--- src/rtl/ip_axi_slave_write.sv ---
// AXI write-channel slave (AW/W/B).
// Accepts one write burst at a time, forwards every accepted W beat to a
// downstream data FIFO, publishes the burst base addresses and byte size to
// the memory side and returns a single B response per burst.
module ip_axi_slave_write #(
    parameter int unsigned UNIQUE_ID_SZ    = 3,
    parameter int unsigned ADDR_WIDTH      = 64,
    parameter int unsigned DATA_WIDTH      = 64,
    parameter int unsigned FIFO_ADDR_SHIFT = 7,
    parameter int unsigned FIFO_ADDR_WIDTH = 25,
    parameter int unsigned MEM_ADDR_SHIFT  = 7,
    parameter int unsigned MEM_ADDR_WIDTH  = 25
) (
    input  logic                       clock,
    input  logic                       reset_n,
    // AW channel
    output logic                       awready,
    input  logic                       awvalid,
    input  logic [ADDR_WIDTH-1:0]      awaddr,
    input  logic [7:0]                 awlen,
    input  logic [2:0]                 awsize,
    input  logic [UNIQUE_ID_SZ-1:0]    awid,
    // W channel
    output logic                       wready,
    input  logic                       wvalid,
    input  logic [DATA_WIDTH-1:0]      wdata,
    input  logic [DATA_WIDTH/8-1:0]    wstrb,
    input  logic                       wlast,
    // B channel
    input  logic                       bready,
    output logic                       bvalid,
    output logic [1:0]                 bresp,
    output logic [UNIQUE_ID_SZ-1:0]    bid,
    // FIFO side
    output logic [DATA_WIDTH-1:0]      data_to_fifo,
    output logic [DATA_WIDTH/8-1:0]    strb_to_fifo,
    input  logic                       fifo_full,
    input  logic                       fifo_overflow,
    output logic                       fifo_push,
    // Memory side
    output logic [FIFO_ADDR_WIDTH-1:0] write_addr,
    output logic [MEM_ADDR_WIDTH-1:0]  write_addr_mem,
    output logic [12:0]                write_byte_sz,
    output logic                       write_req
);

    // Largest legal awsize for this data width (log2 of bytes per beat).
    localparam logic [2:0] MAX_SIZE = 3'($clog2(DATA_WIDTH / 8));

    typedef enum logic [1:0] {
        IDLE,
        DATA,
        RESP
    } state_t;

    state_t                    state;
    logic [8:0]                beats_left;
    logic                      err;

    logic [ADDR_WIDTH-1:0]     fifo_shifted;
    logic [ADDR_WIDTH-1:0]     mem_shifted;
    logic                      unused_shift_bits;
    logic                      aw_hs;
    logic                      w_push;
    logic                      size_err;
    logic                      wlast_err;
    logic                      err_next;

    assign fifo_shifted      = awaddr >> FIFO_ADDR_SHIFT;
    assign mem_shifted       = awaddr >> MEM_ADDR_SHIFT;
    assign unused_shift_bits = ^{fifo_shifted, mem_shifted};

    assign aw_hs        = awvalid && awready;
    assign wready       = (state == DATA) && !fifo_full;
    assign w_push       = wvalid && wready;
    assign fifo_push    = w_push;
    assign data_to_fifo = wdata;
    assign strb_to_fifo = wstrb;

    assign size_err  = awsize > MAX_SIZE;
    // The burst ends on the beat count; wlast is only cross-checked against it.
    assign wlast_err = w_push && (wlast != (beats_left == 9'd1));
    // Includes this cycle's faults so the final beat's errors reach bresp.
    assign err_next  = err || wlast_err || ((state == DATA) && fifo_overflow);

    // Burst FSM with registered handshake, response and memory-side outputs.
    always_ff @(posedge clock or negedge reset_n) begin
        if (!reset_n) begin
            state          <= IDLE;
            awready        <= 1'b1;
            bvalid         <= 1'b0;
            bresp          <= '0;
            bid            <= '0;
            write_req      <= 1'b0;
            write_addr     <= '0;
            write_addr_mem <= '0;
            write_byte_sz  <= '0;
            beats_left     <= '0;
            err            <= 1'b0;
        end else begin
            write_req <= 1'b0;
            case (state)
                IDLE: begin
                    if (aw_hs) begin
                        bid            <= awid;
                        beats_left     <= {1'b0, awlen} + 9'd1;
                        write_addr     <= fifo_shifted[FIFO_ADDR_WIDTH-1:0];
                        write_addr_mem <= mem_shifted[MEM_ADDR_WIDTH-1:0];
                        write_byte_sz  <= ({5'b0, awlen} + 13'd1) << awsize;
                        err            <= size_err;
                        awready        <= 1'b0;
                        write_req      <= 1'b1;
                        state          <= DATA;
                    end
                end
                DATA: begin
                    err <= err_next;
                    if (w_push) begin
                        beats_left     <= beats_left - 9'd1;
                        write_addr_mem <= write_addr_mem + MEM_ADDR_WIDTH'(1);
                        if (beats_left == 9'd1) begin
                            bvalid <= 1'b1;
                            bresp  <= err_next ? 2'b10 : 2'b00;
                            state  <= RESP;
                        end
                    end
                end
                RESP: begin
                    if (bready) begin
                        bvalid  <= 1'b0;
                        awready <= 1'b1;
                        state   <= IDLE;
                    end
                end
                default: begin
                    state <= IDLE;
                end
            endcase
        end
    end

endmodule

--- config.mk ---
export PLATFORM = sky130hd
export DESIGN_NAME = ip_axi_slave_write
export DESIGN_NICKNAME = d
export VERILOG_FILES = /design/src/rtl/ip_axi_slave_write.sv
export SDC_FILE = /design/constraint.sdc
export NUM_CORES = 1
export LEC_CHECK = 0
export BUFFER_PORTS_ARGS = -buffer_cell sky130_fd_sc_hd__buf_4
export CAP_MARGIN = 20
export CORE_AREA = 2 2 118 120
export DETAILED_ROUTE_END_ITERATION = 10
export DIE_AREA = 0 0 120 122
export GPL_TIMING_DRIVEN = 0
export PLACE_DENSITY = 0.72
export SKIP_CTS_REPAIR_TIMING = 1
export SYNTH_ARGS = -nofsm -noshare
export SYNTH_HDL_FRONTEND = slang
export SYNTH_SLANG_ARGS = --single-unit
--- constraint.sdc ---
create_clock -name clock -period 2.6 [get_ports clock]
set_clock_uncertainty 0.1 [all_clocks]
set_input_delay 0.26 -clock clock [delete_from_list [all_inputs] [get_ports clock]]
set_output_delay 0.26 -clock clock [all_outputs]
set_load 0.05 [all_outputs]
Word-level counts from Yosys, hierarchy flattened

Index checks and enable logic that the tools add are counted.

Add/subtract/negate cells: 4
$mul: 0
Div/mod/pow operators: 0
Magnitude comparators: 1
Equality and inequality tests: 8
Shifts and indexed selects: 1
Muxes and demuxes: 23
Bitwise operators: 0
Reduce and logical (&&, ||, !) cells: 19

Operators by type and width:

| kind                                                                             | number |
|---|---|
| 25-bit two-way mux                                                               | 2 |
| 25-bit one-hot mux with 2 select lines                                           | 1 |
| 25-bit by 1-bit adder with 25-bit output (second input constant)                 | 1 |
| 8-bit by 1-bit adder with 9-bit output (second input constant)                   | 2 |
| 9-bit two-way mux                                                                | 2 |
| 9-bit one-hot mux with 2 select lines                                            | 1 |
| 9-bit by 3-bit left shift with 13-bit output                                     | 1 |
| 2-bit two-way mux                                                                | 5 |
| 9-bit by 1-bit equality test with 1-bit output (second input constant)           | 1 |
| 3-bit AND reduction                                                              | 3 |
| 9-bit by 1-bit subtractor with 9-bit output (second input constant)              | 1 |
| 1-bit two-way mux                                                                | 8 |
| 4-bit AND reduction                                                              | 2 |
| 2-bit inequality test (second input constant)                                    | 3 |
| 1-bit one-hot mux with 2 select lines                                            | 3 |
| 2-bit one-hot mux with 3 select lines                                            | 1 |
| 2-bit nonzero test                                                               | 3 |
| 1-bit logical AND                                                                | 5 |
| 2-bit AND reduction                                                              | 2 |
| 3-bit by 2-bit greater-than comparator with 1-bit output (second input constant) | 1 |
| 2-bit by 1-bit equality test with 1-bit output (second input constant)           | 1 |
| 2-bit equality test (second input constant)                                      | 1 |
| 2-bit zero test                                                                  | 1 |
| 1-bit logical OR                                                                 | 2 |
| other kinds (3)                                                                  | 3 |

Register bits: 83
Latch bits: 0
RAM bits: 0
ROM bits: 0
Input bits: 158
Output and inout bits: 145
Word-level logic and storage cells: 67
Memories: 0

Longest topological paths before layout

Word-level depth: 7
Depth in mapped cells: 7
Depth with buffers taken out: 7

Least setup slack after synthesis

Ideal clock, no wire load.

Kind: register to register
Start: register write_addr_mem[0]
End: register write_addr_mem[24]
Arrival: 2100 ps
Required time: 2429 ps
Slack: 329 ps
Stages on the path, launching flop included: 8
Clock period less this slack: 2271 ps
Cell sequence: dfrtp_1 ha_1 and3_1 and3_1 clkbuf_1 nand2_1 or4_1 nand4_1

Cells in the longest elaborated chain, start to end: 3

Ends and longest elaborated chain:

| item                                     | line | source |
|---|---|---|
| start: declaration                       | 42   | `output logic [MEM_ADDR_WIDTH-1:0] write_addr_mem,` |
| start signal: assignment                 | 108  | `write_addr_mem <= mem_shifted[MEM_ADDR_WIDTH-1:0];` |
| start signal: assignment                 | 120  | `write_addr_mem <= write_addr_mem + MEM_ADDR_WIDTH'(1);` |
| 25-bit by 1-bit adder with 25-bit output | 120  |  |
| 25-bit two-way mux                       | 118  | `if (w_push) begin` |
| 25-bit one-hot mux with 2 select lines   | 102  | `case (state)` |

Every way passes these cells. The select of a mux whose other input is x is not followed.
A chain may end at the register's enable or synchronous reset.

Final worst setup path

Start: register state[1]
End: output wready

Cells in the longest elaborated chain, start to end: 2

Ends and longest elaborated chain:

| item                                           | line | source |
|---|---|---|
| start: declaration                             | 56   | `state_t state;` |
| start signal: assignment                       | 89   | `state <= IDLE;` |
| start signal: assignment                       | 113  | `state <= DATA;` |
| start signal: assignment                       | 124  | `state <= RESP;` |
| 2-bit by 1-bit equality test with 1-bit output | 74   | `assign wready = (state == DATA) && !fifo_full;` |
| 1-bit logical AND                              | 74   |  |
| end: declaration                               | 24   | `output logic wready,` |

Every way passes these cells.

==> impl_results.md <==
- Hold depth: 2
- Final setup violation count: 0
- Placed cell area: 6763 um2
- CP top delay family: buffers and inverters
- Critical Path Stages: 5
- Final Hold Slack: -0.002549 ns
- Final Hold Fails: 1
- CP required: 2.24 ns
- 1st-pass router iterations: 6
- HP Class: in2reg
- First-pass GRT wire length: 23910 um
- CP max FO: 10
- Unrepaired setup endpoints after global routing: no
- Setup crit end kind: output port
- Worst slew pin tran: 0.7750 ns
- Pre-CTS setup slack: 0.2961 ns
- Vias in the first global route: 4595
- Die ar.: 14640 um2
- Async S/R FF share, synth: 100.0%
- Avg Inst Size Synth: 8.489 um2
- Longest Clk Path Bufs: 2
- Initial DRC count: 376
- Final ANT Viol Nets: 0
- Clock sink total: 82
- Worst slew margin: 47.93%
- CTS root buffer: clkbuf_16
- Crit path DAT: 2.04 ns
- Nets: 967
- H-tree depth: 3
- Hpwl dp: 11980 um
- Pint: 3.090 mW
- Power after layout: 5.841 mW
- Antenna violations before repair: 0
- CP max-delay cell: clkbuf_1
- Clk_lat worst skew: 0.35 ns
- Clock share of power: 20.7%
- Failing checks: negative hold slack
- Vias per cell: 5.185
- Post-synth top flop: dfrtp_1
- # IOs: 303
- YS warnings: 0
- RePlAce Congestion: 0.9113
- CTS buffer count: 9
- Startpoint types: flop
- Largest net degree at the start of global routing: 83
- Net Sw Power: 2.751 mW
- Vias: 5133
- Finished Cell Area: 7081 um2
- #FFs+latches synth: 82
- Final Max Tran Viols: 0
- Area grow syn2layout: 38.33%
- Yosys cell types: 72
- Setup_tns: 0 ns
- Power density over the cells: 824.9 nW/um2
- Drt wl/cell: 16.06 um
- Post-synthesis cell count: 603
- Synthesized net count: 765
- Share of power burned in registers: 32.0%
- Status: complete, but fails checks
- Leak: 3.509 nW
- Core Region: 13500 um2
- Ant diodes: 0
- Net Sw Frac: 47.09%
- Crit path buf inv count: 3
- Post-route insts no fill: 990
- Die X: 120 um
- Reg2Reg Depth: 7
- Total Routing Usage GR: 20.70%
- Floorplan row count: 43
- Worst VDD drop: 0.3905 mV
- Core Util, Final: 52.43%
- Mapped Area: 5119 um2
- Period minus WS final: 2.396 ns
- WL final: 15900 um
- Gate power share: 47.3%
- Delay of the slowest critical-path stage: 0.45 ns
- Worst path cell trace: nand2b_1, clkbuf_1, clkbuf_2, nor2_1, buf_4
- Fmax: 417.4 MHz
- Max-Cap Viols: 0
- Tcrit/Tclk final: 92.15%
- Kind of critical path: reg2out
- EDFF count, synth: 0
- Initial Util: 37.90%
- Layout cells sized above 1: 37.53%
- Clk pin slew, worst setup/hold paths: 0.06 ns
- Die height: 122 um
- Drt drc: 0
- IO buf count: 189
- Final setup margin: 0.2041 ns
- Inst Count DP: 972
- CTS tree: yes
- Fillers: 1304
- Gr ovfl total: 0
- Sequential area share after synthesis: 40.11%
worst paths after layout:
path | startpoint | endpoint | slack (ns)
max | state[1] | wready | 0.20
min | bready | bvalid | -0.003
max reg2reg | write_addr_mem[0] | write_addr_mem[24] | 0.27
min reg2reg | write_addr[19] | write_addr[19] | 0.37
max in group asynchronous | reset_n | bid[1] | 1.60
min in group asynchronous | reset_n | write_byte_sz[8] | 0.21
per-layer routing:
layer	GRT usage [%]	up-vias	wire length [um]	share of wire (%)
met2	33.52	244	7753	49
met4	8.456	0	304	1.9
met5	0	-	0	0
li1	-	2453	-	-
met1	28.11	2416	6660	42
met3	2.622	20	1183	7.4
synth_stat cells (3+ instances only):
master | number | share of area, %
dfrtp_1 | 81 | 40
a311oi_1 | 4 | 0.68
a32oi_1 | 3 | 0.51
a21o_1 | 4 | 0.59
clkbuf_1 | 20 | 1.5
a221o_1 | 3 | 0.59
nand3_1 | 17 | 1.7
a2bb2oi_1 | 5 | 0.86
o31ai_1 | 4 | 0.59
a31oi_1 | 9 | 1.1
nand2b_1 | 3 | 0.37
o21ai_0 | 31 | 3.0
clkbuf_8 | 3 | 0.81
buf_4 | 74 | 11
ha_1 | 4 | 0.98
a211oi_1 | 4 | 0.59
o41ai_1 | 3 | 0.51
nand4_1 | 10 | 1.2
o211ai_1 | 5 | 0.73
nor3_1 | 18 | 1.8
o22a_1 | 9 | 1.5
o2bb2ai_1 | 3 | 0.51
mux2i_1 | 3 | 0.59
nand3b_1 | 5 | 0.73
nand2_1 | 112 | 8.2
and2_1 | 4 | 0.49
buf_1 | 5 | 0.37
xnor2_1 | 4 | 0.68
a22oi_1 | 3 | 0.44
a22o_1 | 5 | 0.86
buf_6 | 3 | 0.66
or3_1 | 4 | 0.49
inv_1 | 10 | 0.73
a21oi_1 | 36 | 3.5
and3_1 | 8 | 0.98
nor2_1 | 43 | 3.2
kinds of logic after synthesis:
logic type | Yosys count | synth area share, %
mux | 5 | 1.247
buf+inv | 119 | 15.23
flops | 82 | 40.11
simple gates | 241 | 22.05
xor+xnor | 7 | 1.491
other cells | 1 | 0.07326
fa+ha+maj | 4 | 0.9778
compound gates | 144 | 18.82
sequential cells by signal, indices dropped and copies added (netlist names):
register	flops
bvalid	1
awready	1
beats_left	9
state	2
write_req	1
bresp	1
bid	3
write_byte_sz	13
write_addr	25
err	1
write_addr_mem	25
power by group through the flow:
stage          Combinational (mW)  Clock, mW  Sequential (mW)
6_report                     2.76       1.21             1.87
5_1_grt                      2.93       1.28             1.91
4_1_cts                      2.75       1.22             1.86
3_5_place_dp                 2.75          0             1.88
3_3_place_gp                 2.73          0             1.87
2_1_floorplan                1.23          0             2.48
cell usage in the layout (no fill, tap or decap), types with 4 or more instances in the layout:
master / count
a22o_1: 5
xnor2_1: 4
clkbuf_16: 9
and2_1: 4
a31oi_1: 9
o22a_1: 9
a311oi_1: 4
ha_1: 4
o21ai_0: 31
or3_1: 4
nand2_1: 112
nor3_1: 18
o211ai_1: 5
o31ai_1: 4
dfrtp_1: 81
and3_1: 8
a2bb2oi_1: 5
a21o_1: 4
buf_4: 263
clkbuf_1: 20
buf_1: 4
inv_1: 10
a211oi_1: 4
nand3b_1: 5
nand3_1: 17
nand4_1: 10
nor2_1: 43
a21oi_1: 36
final cells by class:
cell class | count | area, um2 | share of cell area [%]
multi-input combinational | 402 | 2286 | 32.28
sequential | 82 | 2053 | 29.00
timing repair buffer | 191 | 1456 | 20.57
buffer | 107 | 735.7 | 10.39
clock buffer | 9 | 225.2 | 3.181
tap | 180 | 225.2 | 3.181
clock inverter | 7 | 53.80 | 0.7599
inverter | 12 | 45.04 | 0.6362
(Power assumes the default switching activity.)
